File: src/rtl/dual_ram_fifo_ctrl_pkg.sv
// Shared definitions for the dual-RAM FIFO controller.
// Contents:
//   DEPTH_LOG_DEFAULT : default log2 depth for the controller
//   ptr_t             : wide container type for pointer comparisons
//   ptr_full/ptr_empty: wrap-bit pointer comparisons, sized by a depth argument
// Pointers are compared inside a fixed-width container so that any instance
// depth can share these helpers. Callers zero-extend their own pointers.
package fifo_pkg;

  localparam int DEPTH_LOG_DEFAULT = 8;
  localparam int PTR_CONTAINER_W   = 16;

  typedef logic [PTR_CONTAINER_W-1:0] ptr_t;

  // Keeps only the DEPTH_LOG+1 bits that belong to a real pointer.
  function automatic ptr_t ptr_mask(input int unsigned dlog);
    return (ptr_t'(1) << (dlog + 1)) - ptr_t'(1);
  endfunction

  // Full: addresses match but the wrap bits differ.
  function automatic logic ptr_full(input ptr_t wr, input ptr_t rd, input int unsigned dlog);
    return ((wr ^ rd) & ptr_mask(dlog)) == (ptr_t'(1) << dlog);
  endfunction

  // Empty: both pointers are identical, including the wrap bit.
  function automatic logic ptr_empty(input ptr_t wr, input ptr_t rd, input int unsigned dlog);
    return ((wr ^ rd) & ptr_mask(dlog)) == '0;
  endfunction

endpackage

File: src/rtl/dual_ram_fifo_ctrl_if.sv
// Push/pop handshake bundle for the dual-RAM FIFO controller.
// Signals:
//   push_valid, push_data, push_ready : producer side
//   pop_valid,  pop_data,  pop_ready  : consumer side
// Modports:
//   master : the surrounding logic (drives push_*, pop_ready)
//   slave  : the FIFO controller
interface dual_ram_fifo_ctrl_if #(parameter int WIDTH = 8);

  logic             push_valid;
  logic [WIDTH-1:0] push_data;
  logic             push_ready;
  logic             pop_valid;
  logic [WIDTH-1:0] pop_data;
  logic             pop_ready;

  modport master (
    output push_valid, push_data, pop_ready,
    input  push_ready, pop_valid, pop_data
  );

  modport slave (
    input  push_valid, push_data, pop_ready,
    output push_ready, pop_valid, pop_data
  );

endinterface

File: src/rtl/dual_ram_fifo_ctrl_ptr.sv
// fifo_ptr: wrapping pointer counter used for both FIFO pointers.
// Ports:
//   clk, rst : clock and synchronous active-high reset
//   inc      : advance the pointer by one at the next edge
//   ptr      : current registered pointer
//   ptr_next : value the pointer takes at the next edge (ptr + inc)
// The counter wraps naturally modulo 2**PTR_W.
module fifo_ptr #(
  parameter int PTR_W = 9
) (
  input  logic             clk,
  input  logic             rst,
  input  logic             inc,
  output logic [PTR_W-1:0] ptr,
  output logic [PTR_W-1:0] ptr_next
);

  assign ptr_next = ptr + {{(PTR_W-1){1'b0}}, inc};

  always_ff @(posedge clk) begin
    if (rst) ptr <= '0;
    else     ptr <= ptr_next;
  end

endmodule

File: src/rtl/dual_ram_fifo_ctrl.sv
// dual_ram_fifo_ctrl: synchronous FIFO controller in front of a dual-port
// RAM that commits writes one edge after the request and registers its read
// address every edge.
// Ports:
//   clk, rst        : clock and synchronous active-high reset
//   fifo (slave)    : push/pop valid-ready handshake
//   ram_rst_n       : RAM reset, the inverse of rst
//   ram_write_*     : RAM write port drive
//   ram_read_addr   : RAM read address (latched by the RAM each edge)
//   ram_read_data   : RAM read data, passed straight through as pop_data
//   fifo_level      : words visible to the consumer (only with FIFO_LEVEL_EN)
// Optional feature macro: FIFO_LEVEL_EN adds the fifo_level output.
module dual_ram_fifo_ctrl
  import fifo_pkg::*;
#(
  parameter int WIDTH     = 8,
  parameter int DEPTH_LOG = DEPTH_LOG_DEFAULT
) (
  input  logic                 clk,
  input  logic                 rst,
  dual_ram_fifo_ctrl_if.slave  fifo,
  output logic                 ram_rst_n,
  output logic                 ram_write_req,
  output logic [DEPTH_LOG-1:0] ram_write_addr,
  output logic [WIDTH-1:0]     ram_write_data,
  output logic [DEPTH_LOG-1:0] ram_read_addr,
  input  logic [WIDTH-1:0]     ram_read_data
`ifdef FIFO_LEVEL_EN
  ,
  output logic [DEPTH_LOG:0]   fifo_level
`endif
);

  localparam int PTR_W = DEPTH_LOG + 1;

  logic [PTR_W-1:0] wr_ptr;
  logic [PTR_W-1:0] wr_ptr_next;
  logic [PTR_W-1:0] wr_ptr_d;
  logic [PTR_W-1:0] rd_ptr;
  logic [PTR_W-1:0] rd_ptr_next;
  logic             push_fire;
  logic             pop_fire;
  logic             unused_wr_next;

  // Full is judged against the real write pointer so a slot is never
  // overwritten, including the head slot still being presented.
  assign fifo.push_ready = !ptr_full(ptr_t'(wr_ptr), ptr_t'(rd_ptr), DEPTH_LOG);

  // Emptiness uses the delayed write pointer: a word only becomes visible
  // once the RAM has committed it.
  assign fifo.pop_valid = !ptr_empty(ptr_t'(wr_ptr_d), ptr_t'(rd_ptr), DEPTH_LOG);

  assign push_fire = fifo.push_valid && fifo.push_ready;
  assign pop_fire  = fifo.pop_valid && fifo.pop_ready;

  fifo_ptr #(.PTR_W(PTR_W)) u_wr_ptr (
    .clk      (clk),
    .rst      (rst),
    .inc      (push_fire),
    .ptr      (wr_ptr),
    .ptr_next (wr_ptr_next)
  );

  fifo_ptr #(.PTR_W(PTR_W)) u_rd_ptr (
    .clk      (clk),
    .rst      (rst),
    .inc      (pop_fire),
    .ptr      (rd_ptr),
    .ptr_next (rd_ptr_next)
  );

  // The write side only needs the registered pointer.
  assign unused_wr_next = ^wr_ptr_next;

  // Tracks the RAM's one-edge write commit so pop_valid never runs ahead of
  // the stored data.
  always_ff @(posedge clk) begin
    if (rst) wr_ptr_d <= '0;
    else     wr_ptr_d <= wr_ptr;
  end

  assign ram_rst_n      = ~rst;
  assign ram_write_req  = push_fire;
  assign ram_write_addr = wr_ptr[DEPTH_LOG-1:0];
  assign ram_write_data = fifo.push_data;

  // Presenting the next read pointer means the RAM's latched address always
  // equals the current head, so back-to-back pops see no bubble. Holding it
  // at zero during reset lines the latch up with the cleared pointer.
  assign ram_read_addr = rst ? '0 : rd_ptr_next[DEPTH_LOG-1:0];
  assign fifo.pop_data = ram_read_data;

`ifdef FIFO_LEVEL_EN
  assign fifo_level = wr_ptr_d - rd_ptr;
`endif

endmodule

File: src/flat_wrapper.sv
// flat-port wrapper written by rule: the top's interface ports become plain ports
module dual_ram_fifo_ctrl_flat import fifo_pkg::*;
#(
  parameter int WIDTH     = 8,
  parameter int DEPTH_LOG = DEPTH_LOG_DEFAULT
)
  (clk, rst, ram_rst_n, ram_write_req, ram_write_addr, ram_write_data, ram_read_addr, ram_read_data, fifo_push_valid, fifo_push_data, fifo_pop_ready, fifo_push_ready, fifo_pop_valid, fifo_pop_data);
  dual_ram_fifo_ctrl_if #(.WIDTH(WIDTH)) fifo_i ();
  input  logic clk;
  input  logic rst;
  output logic ram_rst_n;
  output logic ram_write_req;
  output logic [DEPTH_LOG-1:0] ram_write_addr;
  output logic [WIDTH-1:0] ram_write_data;
  output logic [DEPTH_LOG-1:0] ram_read_addr;
  input  logic [WIDTH-1:0] ram_read_data;
  input wire logic [$bits(fifo_i.push_valid)-1:0] fifo_push_valid;
  input wire logic [$bits(fifo_i.push_data)-1:0] fifo_push_data;
  input wire logic [$bits(fifo_i.pop_ready)-1:0] fifo_pop_ready;
  output wire logic [$bits(fifo_i.push_ready)-1:0] fifo_push_ready;
  output wire logic [$bits(fifo_i.pop_valid)-1:0] fifo_pop_valid;
  output wire logic [$bits(fifo_i.pop_data)-1:0] fifo_pop_data;
  assign fifo_i.push_valid = fifo_push_valid;
  assign fifo_i.push_data = fifo_push_data;
  assign fifo_i.pop_ready = fifo_pop_ready;
  assign fifo_push_ready = fifo_i.push_ready;
  assign fifo_pop_valid = fifo_i.pop_valid;
  assign fifo_pop_data = fifo_i.pop_data;
  dual_ram_fifo_ctrl #(.WIDTH(WIDTH), .DEPTH_LOG(DEPTH_LOG)) u_core (.clk(clk), .rst(rst), .fifo(fifo_i), .ram_rst_n(ram_rst_n), .ram_write_req(ram_write_req), .ram_write_addr(ram_write_addr), .ram_write_data(ram_write_data), .ram_read_addr(ram_read_addr), .ram_read_data(ram_read_data));
endmodule
File: config.mk
export PLATFORM = sky130hd
export DESIGN_NAME = dual_ram_fifo_ctrl_flat
export DESIGN_NICKNAME = d
export VERILOG_FILES = /design/src/rtl/dual_ram_fifo_ctrl_pkg.sv /design/src/rtl/dual_ram_fifo_ctrl_if.sv /design/src/rtl/dual_ram_fifo_ctrl_ptr.sv /design/src/rtl/dual_ram_fifo_ctrl.sv /design/src/flat_wrapper.sv
export SDC_FILE = /design/constraint.sdc
export NUM_CORES = 1
export LEC_CHECK = 0
export CAP_MARGIN = 20
export CORE_AREA = 2 2 61 63
export CTS_CLUSTER_DIAMETER = 30
export DETAILED_ROUTE_END_ITERATION = 8
export DIE_AREA = 0 0 63 65
export MAX_ROUTING_LAYER = met4
export PLACE_DENSITY = 0.82
export SYNTH_ARGS = -nofsm -noshare
export SYNTH_HDL_FRONTEND = slang
export SYNTH_HIERARCHICAL = 1
export SYNTH_SLANG_ARGS = --single-unit
File: constraint.sdc
create_clock -name clk -period 4.8 [get_ports clk]
set_clock_uncertainty 0.2 [all_clocks]
set_input_delay 0.96 -clock clk [delete_from_list [all_inputs] [get_ports clk]]
set_output_delay 0.96 -clock clk [all_outputs]
set_load 0.01 [all_outputs]
# == Word-level counts from Yosys, hierarchy flattened ==
# Cells that the tools add are included.
# op_classes
n_addsub,2
mul,0
n_div,0
order_cmp,0
eq_ne,1
n_shift,0
mux,1
bitwise_logic,3
n_reduce_logical,5
# op_table
op,n
9-bit by 1-bit adder with 9-bit output,2
9-bit bitwise XOR,2
16-bit zero test,1
9-bit equality test (second input constant),1
8-bit two-way mux,1
1-bit logical AND,2
1-bit zero test,2
1-bit NOT,1
# word_totals
regBits,27
latchBits,0
ramBits,0
romBits,0
input_bits,20
out_inout_bits,36
word_cells,15
n_memories,0

# == Longest topological paths before layout ==
# Gate-level depths: netlist of the first run.
# depth
depth_word,6
ltp_mapped,9
mapped_depth_nobuf,9

# == Cells and area by module ==
# Netlist of the first run, hierarchy kept.
# by_module_without_submodules
module,instances,cells_each,area_each_um2,seq_area_each_um2
fifo_ptr,2,48,456.7,180.2
dual_ram_fifo_ctrl,1,74,658.1,180.2

# == Worst setup path after synthesis of the first run ==
# Ideal clock, no wire load.
# synth_timing
path_kind,input -> output
from,input port fifo_pop_ready
to,output port ram_read_addr[6]
arrival_ns,2.173
t_required_ns,3.640
path_slack_ns,1.467
cell_stages,8
n_path_buf,0
path_cell_list,inv_1 > a31oi_1 > ha_1 > ha_1 > inv_1 > or2_4 > xnor2_1 > nor2b_1
# synth_via
elab_chain_cells,3
# synth_lines
item,line_no,source
"start, declared",flat_wrapper.sv:19,input wire logic [$bits(fifo_i.pop_ready)-1:0] fifo_pop_ready;
1-bit logical AND,dual_ram_fifo_ctrl.sv:54,assign pop_fire = fifo.pop_valid && fifo.pop_ready;
via u_core.pop_fire,dual_ram_fifo_ctrl.sv:42,logic pop_fire;
9-bit by 1-bit adder with 9-bit output,dual_ram_fifo_ctrl_ptr.sv:18,"assign ptr_next = ptr + {{(PTR_W-1){1'b0}}, inc};"
via u_core.rd_ptr_next[6],dual_ram_fifo_ctrl.sv:40,logic [PTR_W-1:0] rd_ptr_next;
8-bit two-way mux,dual_ram_fifo_ctrl.sv:90,assign ram_read_addr = rst ? '0 : rd_ptr_next[DEPTH_LOG-1:0];
"end, declared",flat_wrapper.sv:15,output logic [DEPTH_LOG-1:0] ram_read_addr;
# The timed path passes the listed nets, and every way through them passes these cells.

# == Worst setup path in the final report of the first run ==
# Same ends and word-level chain as after synthesis.

==> impl_results.md, run 1 <==
- Status: finished clean
- Antenna cells: 0
- Post-synthesis cell area: 0.001528 mm2
- DR iter-0 viols: 46
- Avg Cell Area, Syn: 9.259 um2
- Initial Util: 43.70%
- Clock transition at the registers of the reported paths: 0.16 ns
- Max cap viols: 0
- Chip height: 65 um
- Core footprint: 0.003496 mm2
- CP endpoint kind: output port
- Drt wl/cell: 11.85 um
- Clk buf depth: 2
- Gate Count Post-Synth: 165
- GP Congestion: 0.8100
- Post-route cell area: 0.001722 mm2
- Tot Pwr: 0.0003919 W
- Dpl hpwl: 1.926 mm
- Post-synth net total: 189
- Crit path max fanout: 4
- Remaining DRCs: 0
- Startpoint types: primary input
- Min Tclk post-route: 4.352 ns
- Row count: 22
- CTS-repair resized insts: 0
- First-pass GRT wire length: 4.464 mm
- Final Util: 49.25%
- H-tree levels: 1
- Number of synthesis warnings: 6
- Tot GR Track Use: 14.27%
- PwrDens: 227.7 mW/mm2
- P_leak: 0.8242 nW
- Setup bufs post-CTS: 0
- Die Span X: 63 um
- Setup violators final: 0
- RSZ-0062 raised after global routing: false
- Worst slew pin tran: 0.4624 ns
- Nets: 199
- Filler cells: 343
- Placed Area: 0.001692 mm2
- Vias: 1013
- Final hold vios: 0
- WP data required: 3.64 ns
- Die ar.: 0.004095 mm2
- Antenna Nets Post-Route: 0
- First drt pass iteration count: 4
- Root buffer cell: clkbuf_4
- I/O pin count: 56
- Clock buffer count from CTS: 3
- Post-CTS Hold Buffers: 0
- Final WL: 2.631 mm
- Vias in the first global route: 943
- Via/cell ratio: 4.563
- CP Data Arrival Time: 3.19 ns
- CTS tree: done
- Hold crit path type: flop to flop
- Share of cells above drive strength 1: 10.92%
- Final TNS setup: 0 ns
- VDD IR max: 0.09767 mV
- Initial antenna violation count: 0
- Fmax: 0.2298 GHz
- Crit Path Class: primary input to output port
- Clock sinks: 27
- Area delta synth->final: 12.69%
- Worst skew pair latency: 0.35 ns
- I/O Buffers: 23
- Total grt overflow: 0
- Slew Limit Fails: 0
- Final period utilization: 90.66%
- Largest net degree at the start of global routing: 31
- Rel. slew slack: 69.08%
## layout by cell type, fill, tap and decap left out
cell             instances
inv_1                    5
nor4_2                   2
mux2_2                   6
nand4_2                  2
xor2_1                  21
and2b_1                 11
nor3_1                   2
a31oi_1                  2
clkdlybuf4s50_1         23
nand3_1                 12
mux2_4                   2
nand2_1                  2
clkinvlp_4               1
buf_4                    1
ha_1                     4
nor2_1                  16
dfxtp_1                 27
nor2b_1                 24
xnor2_1                  6
or2_4                    2
clkbuf_4                 3
## per-layer routing
layer	wire length, um	track usage (%)	up-vias	part of all wire, %
met2	1210	21.94	20	46
li1	-	-	529	-
met4	46	6.944	0	1.7
met5	0	-	-	0
met3	96	2.257	7	3.6
met1	1277	18.33	457	49
## final timing paths
path,startpoint,to,slack (ns),cells past startpoint
max reg2reg,u_core/u_wr_ptr/ptr[2],u_core/u_wr_ptr/ptr[6],2.28,8
min,u_core/u_wr_ptr/ptr[8],u_core/wr_ptr_d[8],0.32,1
max,fifo_pop_ready,ram_read_addr[6],0.45,10
min reg2reg,u_core/u_wr_ptr/ptr[8],u_core/wr_ptr_d[8],0.32,1
## state kept, by name, summed over array words and instances, names as in the netlist
signal               flops
u_core/wr_ptr_d          9
u_core/u_rd_ptr/ptr      9
u_core/u_wr_ptr/ptr      9
## through the flow
stage / hold slack, ns / setup slack, ns / cells
after global placement: 0.2931 / 0.4940 / 218
after CTS: 0.3227 / 0.4514 / 222
after floorplan: 0.2784 / 1.467 / 165
final: 0.3246 / 0.4485 / 222
after global routing: 0.3384 / 0.3526 / 222
after detailed placement: 0.3017 / 0.4646 / 218
## power by group
part	leakage, nW	internal, W	switching [W]
registers	0.218	0.000229	0.00000632
clock network	0.0139	0.0000320	0.0000720
logic	0.592	0.0000284	0.0000241
total	0.824	0.000289	0.000102
## critical path: stages
cell             delay, ns
clkdlybuf4s50_1       0.45
inv_1                 0.04
a31oi_1               0.15
ha_1                  0.24
ha_1                  0.25
inv_1                 0.06
or2_4                 0.26
xnor2_1               0.11
nor2b_1               0.13
clkdlybuf4s50_1       0.54
## layout make-up
cell class | count | area, um2 | share of cell area [%]
multi-input combinational | 114 | 834.6 | 48.47
clock buffer | 3 | 22.52 | 1.308
tap | 48 | 60.06 | 3.488
timing repair buffer | 24 | 237.7 | 13.81
clock inverter | 1 | 7.507 | 0.4360
inverter | 5 | 18.77 | 1.090
sequential | 27 | 540.5 | 31.40
Power figures use the tool's default switching activity.
==> inputs of run 2 (changes only) <==
PLACE_DENSITY = 0.93   (was 0.82)
SKIP_CTS_REPAIR_TIMING = 1   (was not set)
==> impl_results.md, run 2 (synthesis gave the netlist of run 1 again) <==
- Top flop regs: u_core/u_rd_ptr/ptr (9), u_core/u_wr_ptr/ptr (9), u_core/wr_ptr_d (9)
- H-tree levels: 1 (unchanged)
- Drt wl/cell: 12.41 um (+4.7%)
- Uppermost routed layer: met4
- Pint: 0.0002893 W (about the same)
- Core footprint: 0.003496 mm2 (unchanged)
- I/O pin count: 56 (unchanged)
- Min Tclk post-route: 4.374 ns (+0.02281 ns)
- Most common cell after layout, fill and taps aside: dfxtp_1
- Net Sw Power: 0.00008964 W (-13%)
- Die Span X: 63 um (unchanged)
- Slowest CP cell: clkdlybuf4s50_1
- Placed Area: 0.001692 mm2 (unchanged)
- Setup violators final: 0 (unchanged)
- First-pass GRT wire length: 4.685 mm (+5.0%)
- Final TNS setup: 0 ns (unchanged)
- CTS tree: done
- Via/cell ratio: 4.644 (+1.8%)
- Antenna cells: 0 (unchanged)
- Slew Limit Fails: 0 (unchanged)
- I/O Buffers: 23 (unchanged)
- Setup WS post-layout: 0.4257 ns (-0.02281 ns)
- PwrDens: 220.6 mW/mm2 (-3.1%)
- DP Cell Count: 218 (unchanged)
- Die ar.: 0.004095 mm2 (unchanged)
- FF-to-FF setup slack: 2.28 ns (about the same)
- Vias: 1031 (+1.8%)
- Max cap viols: 0 (unchanged)
- Dpl hpwl: 2.100 mm (+9.1%)
- Met3 WL: 112 um (+17%)
- Wire length on met1: 1.254 mm (-1.8%)
- Final period utilization: 91.13% (+0.48 points)
- Initial antenna violation count: 0 (unchanged)
- Crit-path cells: clkdlybuf4s50_1, inv_1, a31oi_1, ha_1, ha_1, inv_1, or2_4, xnor2_1, nor2b_1, clkdlybuf4s50_1
- Min Hold Slack: 0.3282 ns (+0.003631 ns)
- Status: finished clean
- Root buffer cell: clkbuf_4
- Clock sinks: 27 (unchanged)
- Post-route cell area: 0.001718 mm2 (-0.22%)
- Crit path max fanout: 4 (unchanged)
- Finished Layout Cells: 222 (unchanged)
- Clock group share of total power: 24.6% (-2.0 points)
- Combinational Power Share: 13.3% (about the same)
- Total grt overflow: 0 (unchanged)
- Final hold vios: 0 (unchanged)
- Crit Path Class: primary input to output port
- Worst Hold End: u_core/wr_ptr_d[8]
- Met2 WL post-DR: 1.360 mm (+12%)
- Area delta synth->final: 12.45%
- CP max stage delay: 0.55 ns (about the same)
- Remaining DRCs: 0 (unchanged)
- Largest net degree at the start of global routing: 26 (-16%)
- GP Congestion: 0.7810 (-3.6%)
- Reg-to-reg startpoint: u_core/u_wr_ptr/ptr[4]
- Tot GR Track Use: 14.90% (+0.63 points)
- Hold path start: u_core/u_wr_ptr/ptr[8]
- Hold crit path type: flop to flop
- Chip height: 65 um (unchanged)
- Worst slew pin tran: 0.6170 ns (+0.1546 ns)
- Clk buf depth: 2 (unchanged)
- CP endpoint kind: output port
- Filler cells: 331 (-3.5%)
- Row count: 22 (unchanged)
- Final WL: 2.755 mm (+4.7%)
- Sequential Power Share: 62.1% (+2.0 points)
- Clock transition at the registers of the reported paths: 0.13 ns (-0.03 ns)
- Rel. slew slack: 58.74% (-10 points)
- P_leak: 0.8253 nW (+0.13%)
- Reg2Reg Depth: 8 (unchanged)
- First drt pass iteration count: 4 (unchanged)
- Vias in the first global route: 1016 (+7.7%)
- CP Data Arrival Time: 3.21 ns (+0.02 ns)
- Fmax: 0.2286 GHz (-0.52%)
- Startpoint types: primary input
- Crit Reg-Reg Endpoint: u_core/u_wr_ptr/ptr[6]
- Clock buffer count from CTS: 3 (unchanged)
- Nets: 199 (unchanged)
- Storage cell area: 540.5 um2 (unchanged)
- Hold Path Stages: 1 (unchanged)
- Share of cells above drive strength 1: 10.34% (-0.57 points)
- Multi-input logic area: 834.6 um2 (unchanged)
- Setup Slack @ Placement: 0.4306 ns (-0.03400 ns)
- DR iter-0 viols: 24 (-48%)
- Initial Util: 43.70% (unchanged)
- Most frequent cells in the layout: 27 x dfxtp_1, 24 x nor2b_1, 23 x clkdlybuf4s50_1
- WP data required: 3.64 ns (about the same)
- Antenna Nets Post-Route: 0 (unchanged)
- VDD IR max: 0.07879 mV (-19%)
- Worst skew pair latency: 0.31 ns (-0.04 ns)
- Sw frac: 23.65% (-2.5 points)
- RSZ-0062 raised after global routing: false
==> run 2: changes by cell type in the layout (fill, tap and decap cells not counted), sizes merged <==
| cell | change |
|---|---|
| clkbuf | +1 |
| clkinvlp | -1 |
==> run 2: routing by layer <==
layer	track usage [%]	up-vias
met5	-	-
met1	18.82	469
met4	7.222	0
met3	1.910	2
met2	23.67	31
li1	-	529
==> run 2: layout make-up <==
| cell class | count | share of cell area (%) |
|---|---|---|
| flip-flops and latches | 27 | 31.46 |
| clock buffers | 4 | 1.529 |
| inverters | 5 | 1.092 |
| repair buffers | 24 | 13.84 |
| well taps | 48 | 3.496 |
| multi-input cells | 114 | 48.58 |
==> run 2: worst max-delay path, delay by kind of cell <==
kind                       cells  cell delay, ns
buffers and inverters          4            1.10
adders and majority gates      2            0.50
and+or+nand+nor                2            0.39
AOI/OAI and AO/OA              1            0.14
xor gates and xnor gates       1            0.12
==> run 2: metrics by stage <==
stage | total power (W) | utilization, %
finish | 0.0003790 | 49.14
global route | 0.0003997 | 49.14
CTS | 0.0003835 | 49.14
detailed placement | 0.0002913 | 48.39
global placement | 0.0002896 | 48.39
floorplan | 0.0002812 | -
==> run 2: power by group through the flow <==
stage | Clock (W) | Sequential [W] | Combinational (W)
floorplan | 0 | 0.000239 | 0.0000417
global placement | 0 | 0.000240 | 0.0000497
detailed placement | 0 | 0.000241 | 0.0000507
CTS | 0.0000966 | 0.000236 | 0.0000512
global route | 0.000106 | 0.000236 | 0.0000571
finish | 0.0000932 | 0.000235 | 0.0000505
==> run 2: worst max-delay path by stage <==
stage	cells past startpoint	endpoint	startpoint
5_1_grt	10	ram_read_addr[6]	fifo_pop_ready
3_3_place_gp	10	ram_read_addr[6]	fifo_pop_ready
6_report	10	ram_read_addr[6]	fifo_pop_ready
2_1_floorplan	8	ram_read_addr[6]	fifo_pop_ready
3_5_place_dp	10	ram_read_addr[6]	fifo_pop_ready
4_1_cts	10	ram_read_addr[6]	fifo_pop_ready
==> inputs of run 3 (changes only) <==
REMOVE_ABC_BUFFERS = 1   (was not set)
==> impl_results.md, run 3 (synthesis gave the netlist of run 1 again) <==
- Status: finished clean
- H-tree levels: 1 (unchanged)
- Slowest CP cell: clkdlybuf4s50_1
- P_leak: 0.8328 nW (+0.91%)
- Most common cell after layout, fill and taps aside: dfxtp_1
- RSZ-0062 raised after global routing: false
- Reg2Reg Depth: 8 (unchanged)
- Worst Hold End: u_core/wr_ptr_d[8]
- Hold path start: u_core/u_wr_ptr/ptr[8]
- Fmax: 0.2295 GHz (+0.38%)
- Hold Path Stages: 1 (unchanged)
- CP Data Arrival Time: 3.20 ns (about the same)
- Core footprint: 0.003496 mm2 (unchanged)
- Filler cells: 336 (+1.5%)
- First-pass GRT wire length: 4.823 mm (+2.9%)
- Crit-path cells: clkdlybuf4s50_1, inv_1, a31oi_1, ha_1, ha_1, inv_1, or2_4, xnor2_1, nor2b_1, clkdlybuf4s50_1
- Final hold vios: 0 (unchanged)
- I/O pin count: 56 (unchanged)
- Row count: 22 (unchanged)
- Drt wl/cell: 13.37 um (+7.7%)
- Startpoint types: primary input
- Largest net degree at the start of global routing: 23 (-12%)
- Via/cell ratio: 4.731 (+1.9%)
- Min Tclk post-route: 4.358 ns (-0.01664 ns)
- First drt pass iteration count: 4 (unchanged)
- Clock buffer count from CTS: 3 (unchanged)
- Clock sinks: 27 (unchanged)
- Initial Util: 43.70% (unchanged)
- CP max stage delay: 0.56 ns (about the same)
- Most frequent cells in the layout: 27 x dfxtp_1, 24 x nor2b_1, 23 x clkdlybuf4s50_1
- Post-route cell area: 0.001727 mm2 (+0.51%)
- Root buffer cell: clkbuf_4
- DR iter-0 viols: 37 (+54%)
- Worst slew pin tran: 0.6870 ns (+0.06998 ns)
- Area delta synth->final: 13.02%
- GP Congestion: 0.8762 (+12%)
- Remaining DRCs: 0 (unchanged)
- Setup violators final: 0 (unchanged)
- CP endpoint kind: output port
- Crit Reg-Reg Endpoint: u_core/u_wr_ptr/ptr[6]
- CTS tree: done
- Clock transition at the registers of the reported paths: 0.15 ns (+0.02 ns)
- Placed Area: 0.001699 mm2 (+0.44%)
- Clk buf depth: 2 (unchanged)
- Share of cells above drive strength 1: 11.43% (+1.1 points)
- VDD IR max: 0.1694 mV (+110%)
- Crit path max fanout: 4 (unchanged)
- Final TNS setup: 0 ns (unchanged)
- Top flop regs: u_core/u_rd_ptr/ptr (9), u_core/u_wr_ptr/ptr (9), u_core/wr_ptr_d (9)
- Max cap viols: 0 (unchanged)
- Final WL: 2.981 mm (+8.2%)
- Die ar.: 0.004095 mm2 (unchanged)
- FF-to-FF setup slack: 2.33 ns (+0.05 ns)
- Total grt overflow: 0 (unchanged)
- Crit Path Class: primary input to output port
- Vias: 1055 (+2.3%)
- Dpl hpwl: 2.234 mm (+6.4%)
- WP data required: 3.64 ns (about the same)
- Initial antenna violation count: 0 (unchanged)
- Antenna cells: 0 (unchanged)
- Worst skew pair latency: 0.33 ns (+0.02 ns)
- Antenna Nets Post-Route: 0 (unchanged)
- Slew Limit Fails: 0 (unchanged)
- I/O Buffers: 23 (unchanged)
- Hold crit path type: flop to flop
- Nets: 200 (+0.50%)
- Rel. slew slack: 54.06% (-4.7 points)
- Chip height: 65 um (unchanged)
- Vias in the first global route: 982 (-3.3%)
- Die Span X: 63 um (unchanged)
- Reg-to-reg startpoint: u_core/u_rd_ptr/ptr[2]
- Final period utilization: 90.79% (-0.35 points)
- Tot GR Track Use: 15.50% (+0.61 points)
- PwrDens: 225.2 mW/mm2 (+2.1%)
## run 3: changes by cell type in the layout (fill, tap and decap cells not counted)
cell	before	now
buf_4	1	2
clkbuf_1	1	0
clkinv_2	0	1
## run 3: final cells by class
type | instances | area, um2 | share of cell area [%]
clock buffer | 3 | 22.52 | 1.304
clock inverter | 1 | 5.005 | 0.2899
inverter | 5 | 18.77 | 1.087
multi-input combinational | 114 | 834.6 | 48.33
sequential | 27 | 540.5 | 31.30
tap | 48 | 60.06 | 3.478
timing repair buffer | 25 | 245.2 | 14.20
## run 3: worst max-delay path by stage
stage	startpoint	to	slack, ns	depth (start not counted)
after floorplan	fifo_pop_ready	ram_read_addr[6]	1.47	8
after global placement	fifo_pop_ready	ram_read_addr[6]	0.49	10
after detailed placement	fifo_pop_ready	ram_read_addr[6]	0.42	10
after CTS	fifo_pop_ready	ram_read_addr[6]	0.41	10
after global routing	fifo_pop_ready	ram_read_addr[6]	0.25	10
final	fifo_pop_ready	ram_read_addr[6]	0.44	10
## run 3: where the power goes
group	internal [W]	leakage (nW)	switching, W
logic	0.0000289	0.597	0.0000249
clock network	0.0000313	0.0177	0.0000679
registers	0.000229	0.218	0.00000680
## run 3: critical path: cells and delay by family
kind | cells | cell delay [ns]
AOI/OAI and AO/OA | 1 | 0.14
xor gates and xnor gates | 1 | 0.11
adders and majority gates | 2 | 0.47
buffers and inverters | 4 | 1.10
and+or+nand+nor | 2 | 0.39
## run 3: through the flow
stage / hold WS (ns) / setup slack (ns) / util (%) / power [W] / instances
2_1_floorplan: 0.2784 / 1.467 / - / 0.0002646 / 146
3_3_place_gp: 0.2905 / 0.4856 / 48.60 / 0.0002937 / 219
3_5_place_dp: 0.3047 / 0.4174 / 48.60 / 0.0002951 / 219
4_1_cts: 0.3323 / 0.4079 / 49.39 / 0.0003940 / 223
5_1_grt: 0.3513 / 0.2478 / 49.39 / 0.0004067 / 223
6_report: 0.3306 / 0.4423 / 49.39 / 0.0003888 / 223
## run 3: layer usage
layer | global-route usage, % | part of all wire (%) | wire, um
met5 | - | 0 | 0
met4 | 3.056 | 0.50 | 15
met3 | 7.639 | 9.1 | 270
met2 | 22.07 | 44 | 1302
met1 | 19.87 | 47 | 1393
